[config.mk]
export PLATFORM = sky130hd
export DESIGN_NAME = mvau_wmem_seq_flat
export DESIGN_NICKNAME = d
export VERILOG_FILES = /design/src/rtl/mvau_wseq_pkg.sv /design/src/rtl/mvau_wmem_seq_if.sv /design/src/rtl/mvau_wseq_skid.sv /design/src/rtl/mvau_wmem_seq.sv /design/src/flat_wrapper.sv
export SDC_FILE = /design/constraint.sdc
export NUM_CORES = 1
export LEC_CHECK = 0
export BUFFER_PORTS_ARGS = -buffer_cell sky130_fd_sc_hd__buf_2
export CELL_PAD_IN_SITES_DETAIL_PLACEMENT = 1
export CELL_PAD_IN_SITES_GLOBAL_PLACEMENT = 1
export CORE_ASPECT_RATIO = 0.75
export CORE_MARGIN = 8
export CORE_UTILIZATION = 29
export CTS_CLUSTER_SIZE = 14
export DETAILED_ROUTE_END_ITERATION = 6
export GPL_TIMING_DRIVEN = 0
export PLACE_DENSITY_LB_ADDON = 0.1
export SLEW_MARGIN = 20
export SYNTH_ARGS = -nofsm -noshare
export SYNTH_HDL_FRONTEND = slang
export SYNTH_SLANG_ARGS = --single-unit
[constraint.sdc]
create_clock -name aclk -period 3.3 [get_ports aclk]
set_input_delay 0.495 -clock aclk [delete_from_list [all_inputs] [get_ports aclk]]
set_output_delay 0.495 -clock aclk [all_outputs]
set_load 0.05 [all_outputs]
[src/rtl/mvau_wseq_pkg.sv]
// Shared types and constants for the MVAU weight-memory sequencer.
package mvau_wseq_pkg;

  // Sequencer control states.
  typedef enum logic [1:0] {
    IDLE  = 2'd0,
    RUN   = 2'd1,
    DRAIN = 2'd2
  } wseq_state_e;

  // Entries in the read-data buffer between weight memory and datapath.
  localparam int FIFO_DEPTH = 2;

endpackage

[src/rtl/mvau_wmem_seq_if.sv]
// Weight-memory read port plus weight-word stream toward the datapath.
// master = sequencer side, slave = memory/datapath side.
interface mvau_wmem_seq_if #(
  parameter int SIMD         = 2,
  parameter int TW           = 1,
  parameter int WMEM_ADDR_BW = 4
);

  logic [WMEM_ADDR_BW-1:0] wmem_addr;
  logic                    wmem_rd_en;
  logic [SIMD*TW-1:0]      wmem_in;
  logic [SIMD*TW-1:0]      wgt_out;
  logic                    wgt_valid;
  logic                    wgt_ready;
  logic                    wgt_last;

  modport master (
    output wmem_addr, wmem_rd_en, wgt_out, wgt_valid, wgt_last,
    input  wmem_in, wgt_ready
  );

  modport slave (
    input  wmem_addr, wmem_rd_en, wgt_out, wgt_valid, wgt_last,
    output wmem_in, wgt_ready
  );

endinterface

[src/rtl/mvau_wseq_skid.sv]
// Two-entry buffer (data + last flag) holding weight words returned by
// memory until the datapath accepts them. Head entry is the output word.
module mvau_wseq_skid
  import mvau_wseq_pkg::*;
#(
  parameter int DW = 2
) (
  input  logic          aclk,
  input  logic          aresetn,
  input  logic          flush,
  input  logic          push,
  input  logic [DW-1:0] push_data,
  input  logic          push_last,
  input  logic          pop,
  output logic [DW-1:0] head_data,
  output logic          head_last,
  output logic          head_valid,
  output logic [1:0]    count
);

  typedef struct packed {
    logic [DW-1:0] data;
    logic          last;
  } entry_t;

  entry_t     slot0_q, slot1_q, slot0_d, slot1_d, in_entry;
  logic [1:0] count_q, count_d;
  logic       do_pop, do_push;

  assign in_entry = '{data: push_data, last: push_last};

  // Next-state of the two slots; slot0 is always the head.
  always_comb begin
    // NOTE: every signal gets a default first so no path leaves it unassigned (no latch).
    slot0_d = slot0_q;
    slot1_d = slot1_q;
    count_d = count_q;
    do_pop  = pop && (count_q != 2'd0);
    do_push = push && !((count_q == 2'(FIFO_DEPTH)) && !do_pop);
    unique case ({do_push, do_pop})
      2'b10: begin
        if (count_q == 2'd0) slot0_d = in_entry;
        else                 slot1_d = in_entry;
        count_d = count_q + 2'd1;
      end
      2'b01: begin
        slot0_d = slot1_q;
        count_d = count_q - 2'd1;
      end
      2'b11: begin
        if (count_q == 2'd1) begin
          slot0_d = in_entry;
        end else begin
          slot0_d = slot1_q;
          slot1_d = in_entry;
        end
      end
      default: ;
    endcase
    if (flush) count_d = 2'd0;
  end

  // Slot and occupancy registers.
  always_ff @(posedge aclk or negedge aresetn) begin
    if (!aresetn) begin
      // NOTE: the slots are reset (not just the count) because the head drives wgt_out, which must read 0 after reset.
      slot0_q <= '0;
      slot1_q <= '0;
      count_q <= 2'd0;
    end else begin
      // NOTE: non-blocking assignments so every register samples pre-edge values.
      slot0_q <= slot0_d;
      slot1_q <= slot1_d;
      count_q <= count_d;
    end
  end

  assign head_data  = slot0_q.data;
  assign head_last  = slot0_q.last;
  assign head_valid = (count_q != 2'd0);
  assign count      = count_q;

endmodule

[src/rtl/mvau_wmem_seq.sv]
// MVAU weight-memory sequencer: on start, reads WMEM_DEPTH words NUM_REPS
// times from a 1-cycle-latency memory and streams them with valid/ready.
// Optional feature: define MVAU_WSEQ_ABORT_EN to add an abort input.
module mvau_wmem_seq
  import mvau_wseq_pkg::*;
#(
  parameter int SIMD         = 2,
  parameter int TW           = 1,
  parameter int WMEM_DEPTH   = 4,
  parameter int WMEM_ADDR_BW = 4,
  parameter int NUM_REPS     = 2
) (
  input  logic aclk,
  input  logic aresetn,
  input  logic start,
`ifdef MVAU_WSEQ_ABORT_EN
  input  logic abort,
`endif
  output logic busy,
  output logic done,
  mvau_wmem_seq_if.master bus
);

  localparam int DW      = SIMD * TW;
  localparam int PASS_BW = (NUM_REPS > 1) ? $clog2(NUM_REPS) : 1;

  wseq_state_e             state_q, state_d;
  logic [WMEM_ADDR_BW-1:0] addr_q;
  logic [PASS_BW-1:0]      pass_q;
  logic                    inflight_q, inflight_last_q;
  logic                    done_q, done_d;
  logic                    abort_req, rd_en, rd_last, final_rd, pop;
  logic                    head_valid, head_last;
  logic [DW-1:0]           head_data;
  logic [1:0]              count;
  logic [2:0]              committed;

`ifdef MVAU_WSEQ_ABORT_EN
  assign abort_req = abort && (state_q != IDLE);
`else
  assign abort_req = 1'b0;
`endif

  // Words buffered or on their way after this cycle's pop; a new read is
  // only issued when it is guaranteed a free slot.
  assign pop       = head_valid && bus.wgt_ready;
  assign committed = {1'b0, count} + {2'b00, inflight_q} - {2'b00, pop};
  assign rd_last   = (addr_q == WMEM_ADDR_BW'(WMEM_DEPTH - 1));
  assign rd_en     = (state_q == RUN) && !abort_req && (committed < 3'(FIFO_DEPTH));
  assign final_rd  = rd_en && rd_last && (pass_q == PASS_BW'(NUM_REPS - 1));

  // Next state and done pulse.
  always_comb begin
    state_d = state_q;
    done_d  = 1'b0;
    unique case (state_q)
      IDLE:  if (start) state_d = RUN;
      RUN:   if (final_rd) state_d = DRAIN;
      DRAIN: begin
        if (!inflight_q && ((count == 2'd0) || ((count == 2'd1) && pop))) begin
          state_d = IDLE;
          done_d  = 1'b1;
        end
      end
      default: state_d = IDLE;
    endcase
    if (abort_req) begin
      state_d = IDLE;
      done_d  = 1'b1;
    end
  end

  // State register and registered done pulse.
  always_ff @(posedge aclk or negedge aresetn) begin
    if (!aresetn) begin
      state_q <= IDLE;
      done_q  <= 1'b0;
    end else begin
      state_q <= state_d;
      done_q  <= done_d;
    end
  end

  // Read address and pass counter; both return to 0 after the final read.
  always_ff @(posedge aclk or negedge aresetn) begin
    if (!aresetn) begin
      addr_q <= '0;
      pass_q <= '0;
    end else if (abort_req) begin
      addr_q <= '0;
      pass_q <= '0;
    end else if (rd_en) begin
      if (rd_last) begin
        addr_q <= '0;
        pass_q <= final_rd ? '0 : pass_q + 1'b1;
      end else begin
        addr_q <= addr_q + 1'b1;
      end
    end
  end

  // Tracks the read whose data arrives on wmem_in next cycle.
  always_ff @(posedge aclk or negedge aresetn) begin
    if (!aresetn) begin
      inflight_q      <= 1'b0;
      inflight_last_q <= 1'b0;
    end else begin
      inflight_q      <= rd_en;
      inflight_last_q <= rd_en && rd_last;
    end
  end

  mvau_wseq_skid #(.DW(DW)) u_skid (
    .aclk       (aclk),
    .aresetn    (aresetn),
    .flush      (abort_req),
    .push       (inflight_q),
    .push_data  (bus.wmem_in),
    .push_last  (inflight_last_q),
    .pop        (pop),
    .head_data  (head_data),
    .head_last  (head_last),
    .head_valid (head_valid),
    .count      (count)
  );

  assign bus.wmem_addr  = addr_q;
  assign bus.wmem_rd_en = rd_en;
  assign bus.wgt_out    = head_data;
  assign bus.wgt_valid  = head_valid;
  assign bus.wgt_last   = head_valid && head_last;
  assign busy           = (state_q != IDLE);
  assign done           = done_q;

endmodule

[src/flat_wrapper.sv]
// flat-port wrapper written by rule: the top's interface ports become plain ports
module mvau_wmem_seq_flat import mvau_wseq_pkg::*;
#(
  parameter int SIMD         = 2,
  parameter int TW           = 1,
  parameter int WMEM_DEPTH   = 4,
  parameter int WMEM_ADDR_BW = 4,
  parameter int NUM_REPS     = 2
)
  (aclk, aresetn, start, busy, done, bus_wmem_addr, bus_wmem_rd_en, bus_wgt_out, bus_wgt_valid, bus_wgt_last, bus_wmem_in, bus_wgt_ready);
  mvau_wmem_seq_if #(.SIMD(SIMD), .TW(TW), .WMEM_ADDR_BW(WMEM_ADDR_BW)) bus_i ();
  input  logic aclk;
  input  logic aresetn;
  input  logic start;
  output logic busy;
  output logic done;
  output wire logic [$bits(bus_i.wmem_addr)-1:0] bus_wmem_addr;
  output wire logic [$bits(bus_i.wmem_rd_en)-1:0] bus_wmem_rd_en;
  output wire logic [$bits(bus_i.wgt_out)-1:0] bus_wgt_out;
  output wire logic [$bits(bus_i.wgt_valid)-1:0] bus_wgt_valid;
  output wire logic [$bits(bus_i.wgt_last)-1:0] bus_wgt_last;
  input wire logic [$bits(bus_i.wmem_in)-1:0] bus_wmem_in;
  input wire logic [$bits(bus_i.wgt_ready)-1:0] bus_wgt_ready;
  assign bus_wmem_addr = bus_i.wmem_addr;
  assign bus_wmem_rd_en = bus_i.wmem_rd_en;
  assign bus_wgt_out = bus_i.wgt_out;
  assign bus_wgt_valid = bus_i.wgt_valid;
  assign bus_wgt_last = bus_i.wgt_last;
  assign bus_i.wmem_in = bus_wmem_in;
  assign bus_i.wgt_ready = bus_wgt_ready;
  mvau_wmem_seq #(.SIMD(SIMD), .TW(TW), .WMEM_DEPTH(WMEM_DEPTH), .WMEM_ADDR_BW(WMEM_ADDR_BW), .NUM_REPS(NUM_REPS)) u_core (.aclk(aclk), .aresetn(aresetn), .start(start), .busy(busy), .done(done), .bus(bus_i));
endmodule
==> results.cfg <==
[clocking]
cts.hold.buffers_added = 0
clk_latency_ps = 250
clk_root_buffer_cell = clkbuf_8
cts_made_buffers = 3
htree_levels = 1
clock_sinks = 18
clk_path_buf_depth = 2
tritoncts = yes
clkTransAtPathRegs_ps = 70

[sta]
clock_skew_ps = 2.41
setup_tns_ps = 0
layout_min_cycle_time_ps = 3110
setup_viol_count_final = 0
relSlewSlack_pct = 72.4
report.final.slew_viol_count = 0
setup_ws_ps = 187
hold_viol = 0
rsz0062_at_grt = no
max_freq_ghz = 0.321
worstMarginPinSlew_ps = 414
post-route-period-util_pct = 94.3

[logic_synthesis]
synth_top_area_share_pct = 49.1
synth_area_leaders = dfrtp_1 49%, mux2_2 7.4%, ha_1 6.8%, mux2i_1 3.3%, nor2_1 2.9%
synth_seq_cells = 18
synth_flop_cell = dfrtp_1
synthArstFlopShare_pct = 100
synth_nets = 94
ys_types = 27
synth_top_area_cell = dfrtp_1
syn_avg_cell_area_um2 = 11.2
syn-cell-area_um2 = 917
yosys_warnings = 0
synth_cells = 82
ys_seq_area_share_pct = 49.1
synth_edf_count = 0

[critical_path]
cp-startpoint = u_core.u_skid.count[0]
slowest_delay_ps = 480
crit_buf_inv = 3
cp_slowest_cell = fa_1
reg2reg_from = u_core.u_skid.count[0]
cp.arrival_ps = 2620
required_ps = 2800
crit_chain = inv_1 > ha_2 > nor2b_1 > clkbuf_4 > ha_1 > nand2b_1 > fa_1 > nand2_1 > nor3_4 > buf_6
path_class = register to output pin
reg2regPathDepth = 13
timing.rr.end = u_core.pass_q
critPathLaunchType = register
r2r_slack_ps = 470
cp-end-kind = output pin
cp_max_fo = 9
cp_top_family = adder cells

[routing]
wl_per_cell_um = 13.2
route.detailed.drc = 0
ant_nets = 0
vias = 646
drt-pass1-iter-count = 3
avgViaCountPerCell = 4.55
drt_iter0_markers = 12
drt_wl_total_mm = 1.87

[place]
port_buffers = 16
place_area_um2 = 1040
hpwl_mm = 1.41
dp_slack_ps = 51.2
place.gp.congestion = 0.691

[finish]
ff_latch_area_um2 = 453
drive_above_1_share_pct = 34.6
fillerInstances = 350
syn_to_final_growth_pct = 23.1
antenna_cells = 0
multi_input_area_um2 = 434
stdcell_area_um2 = 1130
nets = 117

[die]
fp.dieW_um = 80.9
initial_core_util_pct = 30.8
design.die.area_um2 = 5240
dieHeight_um = 64.7
core_area_um2 = 2980
io_pins = 17
rows = 17

[global_route]
grt_pass1_vias = 682
grt_max_degree = 19
grt_pass1_wl_mm = 3.31
antenna_found_initial = 0
gr-total-overflow = 0
grt_usage_pct = 8.03

[flow_run]
maxCapViolations = 0

[outcome]
status = completed

[min_path]
hold_class = input pin to asynchronous set/reset pin
cells in the mapped netlist (3+ instances only):
library cell,count
a21oi_1,4
dfrtp_1,18
ha_1,5
inv_1,5
mux2_2,6
mux2i_1,3
nand2_1,6
nand2b_1,3
nand3_1,3
nor2_1,7
repair_timing:
item,CTS,global route
gates resized for setup,2,4
endpoints found under the setup margin,1,1
pin swaps,1,0
buffers inserted,1,1
cloned,0,0
layout by cell type, fill, tap and decap left out, drive strengths merged:
cell,instances
a211oi,1
a21oi,4
and2,1
buf,19
clkbuf,5
dfrtp,18
fa,1
ha,5
inv,5
mux2,6
mux2i,3
nand2,6
nand2b,3
nand3,3
nand4,1
nor2,7
nor2b,2
nor3,3
nor3b,1
o211ai,2
o21ai,1
o21bai,1
o2bb2ai,1
or2,1
xnor2,2
xor2,2
cells by family after synthesis:
group	count (synthesis)	synth area share [%]
and+or+nand+nor	28	16.1
DFF	18	49.1
AOI/OAI and AO/OA	10	7.50
muxes	9	10.6
buffers and inverters	7	3.82
adders and majority gates	6	9.00
xor gates and xnor gates	4	3.82
layer usage:
metal	routed length, um	part of all wire (%)	vias up	GRT usage, %
met5	0	0	-	0
met4	0	0	0	0.667
met3	188	10	0	5.10
met2	819	44	15	11.6
met1	861	46	309	10.2
li1	-	-	322	-
cell type report:
cell class	count	share of cell area (%)
well taps	38	4.21
flip-flops and latches	18	40.1
clock buffers	4	4.88
plain buffers	2	1.66
repair buffers	18	8.98
multi-input cells	57	38.5
inverters	5	1.66
metrics by stage:
step	cells	hold slack, ps	util, %
detailed placement	136	461	35.1
global placement	136	460	35.1
floorplan	82	199	-
finish	142	165	37.9
global route	142	185	37.9
CTS	141	181	37.3
worst max-delay path by stage:
| stage | end | cells past startpoint |
|---|---|---|
| 2_1_floorplan | u_core.pass_q | 12 |
| 3_3_place_gp | bus_wmem_rd_en | 10 |
| 3_5_place_dp | bus_wmem_rd_en | 10 |
| 4_1_cts | bus_wmem_rd_en | 10 |
| 5_1_grt | bus_wmem_rd_en | 10 |
| 6_report | bus_wmem_rd_en | 10 |
flip-flops by register name (all words and copies together), names as in the netlist:
signal                   count
u_core.u_skid.slot1_q        3
u_core.u_skid.count          2
u_core.done                  1
u_core.state_q               2
u_core.u_skid.head_last      1
u_core.bus.wmem_addr         4
u_core.inflight_last_q       1
u_core.u_skid.head_data      2
u_core.pass_q                1
u_core.inflight_q            1
Power is not shown: default switching activity piles up to over one toggle a cycle in this logic, so the estimate is an artifact.
